`config.mk`:
```
export PLATFORM = sky130hd
export DESIGN_NAME = mem_wb_stage
export DESIGN_NICKNAME = d
export VERILOG_FILES = /design/src/rtl/mips_pkg.sv /design/src/rtl/load_ext.sv /design/src/rtl/mem_wb_stage.sv
export SDC_FILE = /design/constraint.sdc
export NUM_CORES = 1
export LEC_CHECK = 0
export ABC_AREA = 1
export CAP_MARGIN = 20
export CORE_MARGIN = 1
export CORE_UTILIZATION = 43
export DETAILED_ROUTE_END_ITERATION = 7
export PLACE_DENSITY_LB_ADDON = 0.25
export REMOVE_ABC_BUFFERS = 1
export SLEW_MARGIN = 10
export SYNTH_ARGS = -nofsm -noshare
export SYNTH_HDL_FRONTEND = slang
export SYNTH_SLANG_ARGS = --single-unit
```
`constraint.sdc`:
```
create_clock -name clk -period 2.2 [get_ports clk]
set_input_delay 0.55 -clock clk [delete_from_list [all_inputs] [get_ports clk]]
set_output_delay 0.55 -clock clk [all_outputs]
set_load 0.1 [all_outputs]
```
`src/rtl/mips_pkg.sv`:
```
// mips_pkg
// Shared encodings for the 5-stage MIPS core: load-type codes, write-back
// source codes and the default reset PC. No ports; imported by the
// pipeline-stage modules.
package mips_pkg;

    localparam logic [31:0] RESET_PC_DEFAULT = 32'h0000_3000;

    // Codes 5-7 are reserved and behave as LT_LW.
    typedef enum logic [2:0] {
        LT_LW  = 3'd0,
        LT_LB  = 3'd1,
        LT_LBU = 3'd2,
        LT_LH  = 3'd3,
        LT_LHU = 3'd4
    } load_type_e;

    // Code 3 is reserved and behaves as WB_ALU.
    typedef enum logic [1:0] {
        WB_ALU = 2'd0,
        WB_MEM = 2'd1,
        WB_PC8 = 2'd2
    } wb_sel_e;

endpackage

```
`src/rtl/load_ext.sv`:
```
// load_ext
// Combinational little-endian load-data extraction. Picks the addressed
// byte/halfword out of the 32-bit memory word and sign- or zero-extends it.
// Ports:
//   dm_rdata  [31:0] in  : word read from data memory
//   addr      [1:0]  in  : low bits of the byte address
//   load_type [2:0]  in  : LW/LB/LBU/LH/LHU (reserved codes act as LW)
//   ext_data  [31:0] out : extracted and extended load value
//   misalign         out : only with MEM_MISALIGN_CHECK_EN defined; the access
//                          is not naturally aligned for its size
module load_ext
    import mips_pkg::*;
(
    input  logic [31:0] dm_rdata,
    input  logic [1:0]  addr,
    input  logic [2:0]  load_type,
`ifdef MEM_MISALIGN_CHECK_EN
    output logic        misalign,
`endif
    output logic [31:0] ext_data
);

    logic [7:0]  byteSel;
    logic [15:0] halfSel;

    always_comb begin
        byteSel = dm_rdata[7:0];
        case (addr)
            2'd0: byteSel = dm_rdata[7:0];
            2'd1: byteSel = dm_rdata[15:8];
            2'd2: byteSel = dm_rdata[23:16];
            2'd3: byteSel = dm_rdata[31:24];
            default: byteSel = dm_rdata[7:0];
        endcase

        // addr[0] is deliberately ignored for halfwords (truncation).
        halfSel = addr[1] ? dm_rdata[31:16] : dm_rdata[15:0];

        ext_data = dm_rdata;
        case (load_type)
            LT_LB:   ext_data = {{24{byteSel[7]}}, byteSel};
            LT_LBU:  ext_data = {24'd0, byteSel};
            LT_LH:   ext_data = {{16{halfSel[15]}}, halfSel};
            LT_LHU:  ext_data = {16'd0, halfSel};
            default: ext_data = dm_rdata;
        endcase
    end

`ifdef MEM_MISALIGN_CHECK_EN
    always_comb begin
        misalign = 1'b0;
        case (load_type)
            LT_LB, LT_LBU: misalign = 1'b0;
            LT_LH, LT_LHU: misalign = addr[0];
            default:       misalign = (addr != 2'd0);
        endcase
    end
`endif

endmodule

```
`src/rtl/mem_wb_stage.sv`:
```
// mem_wb_stage
// MEM/WB pipeline register. Extracts load data from the combinational
// data-memory word, selects the write-back source and registers the result
// for the register-file write port and the forwarding network.
// Update priority on each rising edge: reset > flush > stall > capture.
// Optional feature macro: MEM_MISALIGN_CHECK_EN (misaligned-load detection;
// without it wb_misalign is tied to 0).
// Ports:
//   clk, reset (sync, active-high), stall (hold), flush (bubble)
//   in_valid, pc_in, mem_addr, dm_rdata, alu_result, rd_in, reg_write,
//   wb_sel, load_type                          : MEM-stage inputs
//   wb_valid, wb_pc, wb_rd, wb_we, wb_data,
//   wb_misalign                                : registered WB outputs
module mem_wb_stage
    import mips_pkg::*;
#(
    parameter logic [31:0] RESET_PC = RESET_PC_DEFAULT
) (
    input  logic        clk,
    input  logic        reset,
    input  logic        stall,
    input  logic        flush,
    input  logic        in_valid,
    input  logic [31:0] pc_in,
    input  logic [31:0] mem_addr,
    input  logic [31:0] dm_rdata,
    input  logic [31:0] alu_result,
    input  logic [4:0]  rd_in,
    input  logic        reg_write,
    input  logic [1:0]  wb_sel,
    input  logic [2:0]  load_type,
    output logic        wb_valid,
    output logic [31:0] wb_pc,
    output logic [4:0]  wb_rd,
    output logic        wb_we,
    output logic [31:0] wb_data,
    output logic        wb_misalign
);

    logic [31:0] extData;
    logic [31:0] dataCapture;
    logic        weCapture;

    logic        valid_q, valid_d;
    logic [31:0] pc_q,    pc_d;
    logic [4:0]  rd_q,    rd_d;
    logic        we_q,    we_d;
    logic [31:0] data_q,  data_d;

    // Memory is word-addressed; only the byte offset matters here.
    logic unusedAddrBits;
    assign unusedAddrBits = ^mem_addr[31:2];

`ifdef MEM_MISALIGN_CHECK_EN
    logic extMisalign;
    logic misalignCapture;
    logic misalign_q, misalign_d;

    load_ext u_load_ext (
        .dm_rdata  (dm_rdata),
        .addr      (mem_addr[1:0]),
        .load_type (load_type),
        .misalign  (extMisalign),
        .ext_data  (extData)
    );

    // Only real loads that take their result from memory can be misaligned.
    assign misalignCapture = in_valid & (wb_sel == WB_MEM) & extMisalign;
`else
    load_ext u_load_ext (
        .dm_rdata  (dm_rdata),
        .addr      (mem_addr[1:0]),
        .load_type (load_type),
        .ext_data  (extData)
    );
`endif

    always_comb begin
        dataCapture = alu_result;
        case (wb_sel)
            WB_MEM:  dataCapture = extData;
            WB_PC8:  dataCapture = pc_in + 32'd8;
            default: dataCapture = alu_result;
        endcase

        // $zero is never written; bubbles never write.
        weCapture = in_valid & reg_write & (rd_in != 5'd0);
`ifdef MEM_MISALIGN_CHECK_EN
        if (misalignCapture) begin
            weCapture = 1'b0;
        end
`endif
    end

    always_comb begin
        valid_d = valid_q;
        pc_d    = pc_q;
        rd_d    = rd_q;
        we_d    = we_q;
        data_d  = data_q;
`ifdef MEM_MISALIGN_CHECK_EN
        misalign_d = misalign_q;
`endif
        // Flush beats stall so a bubble is inserted even while stalled.
        if (reset || flush) begin
            valid_d = 1'b0;
            pc_d    = RESET_PC;
            rd_d    = 5'd0;
            we_d    = 1'b0;
            data_d  = 32'd0;
`ifdef MEM_MISALIGN_CHECK_EN
            misalign_d = 1'b0;
`endif
        end else if (!stall) begin
            valid_d = in_valid;
            pc_d    = pc_in;
            rd_d    = rd_in;
            we_d    = weCapture;
            data_d  = dataCapture;
`ifdef MEM_MISALIGN_CHECK_EN
            misalign_d = misalignCapture;
`endif
        end
    end

    always_ff @(posedge clk) begin
        valid_q <= valid_d;
        pc_q    <= pc_d;
        rd_q    <= rd_d;
        we_q    <= we_d;
        data_q  <= data_d;
`ifdef MEM_MISALIGN_CHECK_EN
        misalign_q <= misalign_d;
`endif
    end

    assign wb_valid = valid_q;
    assign wb_pc    = pc_q;
    assign wb_rd    = rd_q;
    assign wb_we    = we_q;
    assign wb_data  = data_q;
`ifdef MEM_MISALIGN_CHECK_EN
    assign wb_misalign = misalign_q;
`else
    assign wb_misalign = 1'b0;
`endif

endmodule

```
==> qor.txt, run 1 <==
Die width - 107 um
Status - completed
Hold buffer count at CTS - 0
H-tree depth - 3
Starting DRT DRC Count - 419
Largest net degree at the start of global routing - 63
Final WL - 16700 um
Final max-slew violation count - 0
Layout area overhead - 51.4%
Comb power frac - 36.1%
Worst-path clk slew - 0.08 ns
Via count - 5866
Vias/cell - 5.03
Sw frac - 36.7%
Worst clock skew - 0 ns
# IOs - 216
Area of the core - 10800 um^2
Post-synthesis cell type count - 33
Final setup viols - 0
Worst EP required - 2.50 ns
CTS tree - done
Initial antenna violation count - 0
Post-CTS resize count - 0
HP Class - flop to flop
Post-Syn Instances - 798
Pwr per Cell Area - 544 nW/um^2
Largest vdd supply drop - 0.494 mV
Ys Warns - 0
Layout cells sized above 1 - 20.4%
Die height - 107 um
Vias in the first global route - 5225
WL/cell - 14.3 um
Maximum clock path buffer count - 2
Worst Setup Start Kind - primary input
CTS sink cnt - 71
Clk Latency, worst-skew pair - 0.36 ns
Initial Util - 44.0%
Pint - 2490 uW
Routed Antenna Nets - 0
Final worst slack - 0.183 ns
Max Fanout on Critical Path - 3
Number of max-cap violations - 0
Crit Path Category - primary input to flop
Drc violations - 0
Port Buffers - 184
RePlAce Congestion - 0.945
Die Area - 11500 um^2
Post-Syn Area per Cell - 5.98 um^2
RSZ-0062 raised after global routing - no
Fin util - 66.6%
GRT overflow - 0
First-pass GRT wire length - 26000 um
Ant diodes - 0
Minimum clock period after layout - 2.02 ns
Pre-CTS setup slack - -0.204 ns
Clock share of power - 29.2%
CTS Root Cell - clkbuf_8
# rows - 38
Share of power burned in registers - 34.7%
Leakage - 0.00330 uW
CTS Buf Count - 9
Post-DP HPWL - 13200 um
Final Hold Vio Count - 0
Sequential share of the synthesized area - 29.8%
Final Cycle Share - 91.7%
Seq cells post-synth - 71
Nets - 1169
WP data arrival - 2.32 ns
Fmax - 0.496 GHz
Cell Area, Synth - 4770 um^2
Psw - 1440 uW
Gr usage total - 29.2%
CP endpoint kind - flop
Setup Buffers After CTS - 0
DRT Pass-1 Iters - 5
per-stage QoR:
step           setup TNS [ns]  cells  hold slack, ns  total power, uW  area (um^2)
6_report                    0   1166           0.466             3930         7220
5_1_grt                     0   1166           0.483             4110         7220
4_1_cts                     0   1166           0.466             3950         7220
3_5_place_dp            -4.26   1151           0.454             2810         7010
3_3_place_gp            -4.26   1151           0.452             2800         7010
2_1_floorplan          -14.73    756           0.663             2200         4560
cells in the mapped netlist (all sizes together):
| library cell | number | area, um^2 |
|---|---|---|
| clkinv | 1 | 3.75 |
| nand3 | 72 | 370 |
| nor2b | 1 | 6.26 |
| o21ai | 72 | 360 |
| clkbuf | 27 | 101 |
| conb | 1 | 3.75 |
| ha | 3 | 37.5 |
| a21oi | 101 | 536 |
| o211ai | 14 | 105 |
| dfxtp | 71 | 1420 |
| or2 | 31 | 194 |
| a31oi | 1 | 6.26 |
| xor2 | 1 | 8.76 |
| nand2 | 257 | 995 |
| nor3 | 1 | 5.00 |
| buf | 15 | 109 |
| nor2 | 71 | 287 |
| nand4 | 2 | 12.5 |
| inv | 56 | 210 |
final timing paths:
kind | from | to | slack (ns) | cells after the start
max | pc_in[8] | wb_data[28] | 0.18 | 11
min | wb_pc[8] | wb_pc[8] | 0.47 | 2
max reg2reg | wb_data[22] | wb_data[22] | 1.50 | 2
min reg2reg | wb_pc[8] | wb_pc[8] | 0.47 | 2
power groups by stage:
stage / clock, uW / sequential (uW) / combinational [uW]
4_1_cts: 1160 / 1360 / 1420
2_1_floorplan: 0 / 1780 / 419
5_1_grt: 1220 / 1370 / 1520
3_5_place_dp: 0 / 1390 / 1410
3_3_place_gp: 0 / 1390 / 1410
6_report: 1150 / 1360 / 1420
layout make-up:
cell class / count / area [um^2]
fill: 1019 / 3620
multi-input combinational: 628 / 2930
timing repair buffer: 255 / 2270
sequential: 71 / 1420
inverter: 57 / 214
tap: 140 / 175
clock buffer: 9 / 124
clock inverter: 6 / 86.3
state kept, by name (all words and copies together), names as in the netlist:
register  flops
wb_we         1
wb_pc        32
wb_data      32
wb_rd         5
wb_valid      1
per-layer routing:
layer	vias to the layer above	part of all wire [%]	GRT usage, %
met5	-	0	0
met4	0	2.3	9.98
met3	30	8.4	6.78
met2	226	44	46.8
met1	2556	45	38.2
li1	3054	-	-
worst max-delay path, stage by stage:
cell and delay (ns):
clkdlybuf4s50_1 0.61, nand2_1 0.13, nor2_1 0.21, nand2_1 0.07
nor2_1 0.26, nand2_1 0.10, nand2_1 0.06, nand3_1 0.09
nand3_1 0.08, nand2_1 0.05, a21oi_1 0.11
cell families after synthesis:
group / count (synthesis) / share of synthesized area [%]
XOR/XNOR: 1 / 0.184
flip-flops: 71 / 29.8
buffers and inverters: 99 / 8.89
AO/OA/AOI/OAI: 188 / 21.1
other: 1 / 0.0786
adder cells (fa/ha/maj): 3 / 0.787
AND/OR/NAND/NOR: 435 / 39.2
cell usage in the layout (no fill, tap or decap), types with 3 or more instances in the layout:
master           Yosys  routed
nor2_2               2       3
o21ai_1              6       6
nand2_2              6       6
ha_1                 3       3
o211ai_1            14      14
nand2_1            249     249
buf_12               0       6
a21oi_2              8       8
nor2_1              67      66
inv_1               54      53
clkdlybuf4s50_1      0     112
nand3_1             70      70
a21oi_1             93      93
buf_4                5     136
clkbuf_8             0       9
inv_2                2       3
o21ai_0             66      66
dfxtp_1             71      71
or2_2               26      26
or2_0                3       3
Power figures use the tool's default switching activity.
==> run 2: changes to the inputs <==
Settings changed: CORE_UTILIZATION 43 to 30.
==> qor.txt, run 2 (same netlist as run 1, synthesis figures left out) <==
Status - completed
Die Area - 16400 um^2
Final std cell area, no fill - 7370 um^2
CTS sink cnt - 71
Final setup viols - 0
# IOs - 216
Fmax - 0.491 GHz
Pwr per Cell Area - 569 nW/um^2
Share of power burned in registers - 32.6%
GRT overflow - 0
WP data arrival - 2.33 ns
Max Fanout on Critical Path - 4
Minimum clock period after layout - 2.04 ns
Sw frac - 36.7%
Clock share of power - 33.3%
# rows - 45
Layout area overhead - 54.4%
Final Hold Vio Count - 0
RSZ-0062 raised after global routing - no
Nets - 1167
Reg2Reg Setup Slack - 1.50 ns
CP dominant cell by count - nand2_1
Die height - 128 um
CP endpoint kind - flop
CTS tree - done
Most common cell after layout, fill and taps aside - nand2_1
Post-CTS resize count - 0
Dpl cell area - 7080 um^2
Sequential Area - 1420 um^2
First-pass GRT wire length - 28500 um
HP Class - flop to flop
Initial antenna violation count - 0
Die width - 128 um
DRT Pass-1 Iters - 5
Worst path cell trace - clkdlybuf4s50_1 -> nand2_1 -> nor2_1 -> nand2_2 -> nor2_4 -> nand2_1 -> nand2_1 -> nand3_1 -> nand2_1 -> nand2_1 -> a21oi_2
Worst-path clk slew - 0.06 ns
CTS Buf Count - 9
Most frequent cells in the layout - 248 x nand2_1, 135 x buf_4, 112 x clkdlybuf4s50_1, 93 x a21oi_1, 71 x dfxtp_1
Worst path slowest cell - clkdlybuf4s50_1
FF-to-FF Start - wb_data[12]
Worst Setup Start Kind - primary input
Area of the core - 15400 um^2
Hold buffer count at CTS - 0
H-tree depth - 3
Via count - 5788
Comb power frac - 34.1%
Largest vdd supply drop - 0.424 mV
CTS Root Cell - clkbuf_16
Vias/cell - 4.68
Initial Util - 31.0%
Leakage - 0.00332 uW
Final Cycle Share - 92.6%
Crit Path Category - primary input to flop
Vias in the first global route - 5277
Gr usage total - 22.8%
Maximum clock path buffer count - 2
Final max-slew violation count - 0
Pint - 2650 uW
Number of max-cap violations - 0
Layout cells sized above 1 - 20.4%
Ant diodes - 0
Worst EP required - 2.49 ns
Clk Latency, worst-skew pair - 0.35 ns
R2R depth - 2
Starting DRT DRC Count - 304
Worst Hold Slack - 0.460 ns
WL/cell - 14.9 um
CP endpoint - wb_data[21]
Worst clock skew - 0 ns
Slowest cell delay on critical path - 0.58 ns
Psw - 1540 uW
RePlAce Congestion - 0.907
Port Buffers - 184
Routed Antenna Nets - 0
CP startpoint - pc_in[9]
Total Power - 4190 uW
Multi-input logic area - 2940 um^2
Setup Buffers After CTS - 0
Largest net degree at the start of global routing - 61
Fillers - 1666
Post-DP HPWL - 14500 um
Drc violations - 0
Final WL - 18500 um
Reg2reg end - wb_data[12]
[run 2: cell count changes in the layout (fill, tap and decap cells not counted), moves of 2 or more]
| cell | delta |
|---|---|
| bufinv_16 | -2 |
| clkbuf_16 | +9 |
| clkbuf_1 | +2 |
| clkbuf_8 | -8 |
[run 2: metal layers]
metal / GRT usage, % / routed length [um] / vias up
met2: 36.5 / 8320 / 174
li1: - / - / 3044
met1: 31.3 / 8810 / 2550
met5: 0 / 0 / -
met3: 4.30 / 1080 / 20
met4: 5.61 / 243 / 0
[run 2: power groups by stage]
stage	Sequential [uW]	Clock (uW)	Combinational (uW)
floorplan	1780	0	419
global placement	1390	0	1420
detailed placement	1390	0	1430
CTS	1370	1430	1430
global route	1370	1480	1540
finish	1370	1390	1430
[run 2: cell type report]
class	count	share of cell area, %
multi-input combinational	628	40.0
timing repair buffer	253	30.5
sequential	71	19.3
tap	211	3.58
clock buffer	12	3.35
inverter	57	2.90
clock inverter	4	0.408
[run 2: critical path: cells and delay by family]
| kind | cells | cell delay [ns] |
|---|---|---|
| AOI/OAI and AO/OA | 1 | 0.11 |
| buffers and inverters | 1 | 0.58 |
| and+or+nand+nor | 9 | 1.10 |
[run 2: how the worst min path moves through the flow]
| stage | start | to | slack [ns] | depth (start not counted) |
|---|---|---|---|---|
| 2_1_floorplan | pc_in[12] | wb_pc[12] | 0.66 | 2 |
| 3_3_place_gp | wb_rd[0] | wb_rd[0] | 0.45 | 2 |
| 3_5_place_dp | wb_rd[4] | wb_rd[4] | 0.45 | 2 |
| 4_1_cts | wb_rd[4] | wb_rd[4] | 0.46 | 2 |
| 5_1_grt | wb_pc[14] | wb_pc[14] | 0.47 | 2 |
| 6_report | wb_rd[0] | wb_rd[0] | 0.46 | 2 |
[run 2: stage by stage]
stage	setup TNS [ns]	util, %	instances	setup slack [ns]
2_1_floorplan	-14.73	-	756	-0.622
3_3_place_gp	-3.20	46.0	1220	-0.200
3_5_place_dp	-3.78	46.0	1220	-0.218
4_1_cts	0	47.8	1236	0.122
5_1_grt	0	47.9	1236	0.0199
6_report	0	47.9	1236	0.163
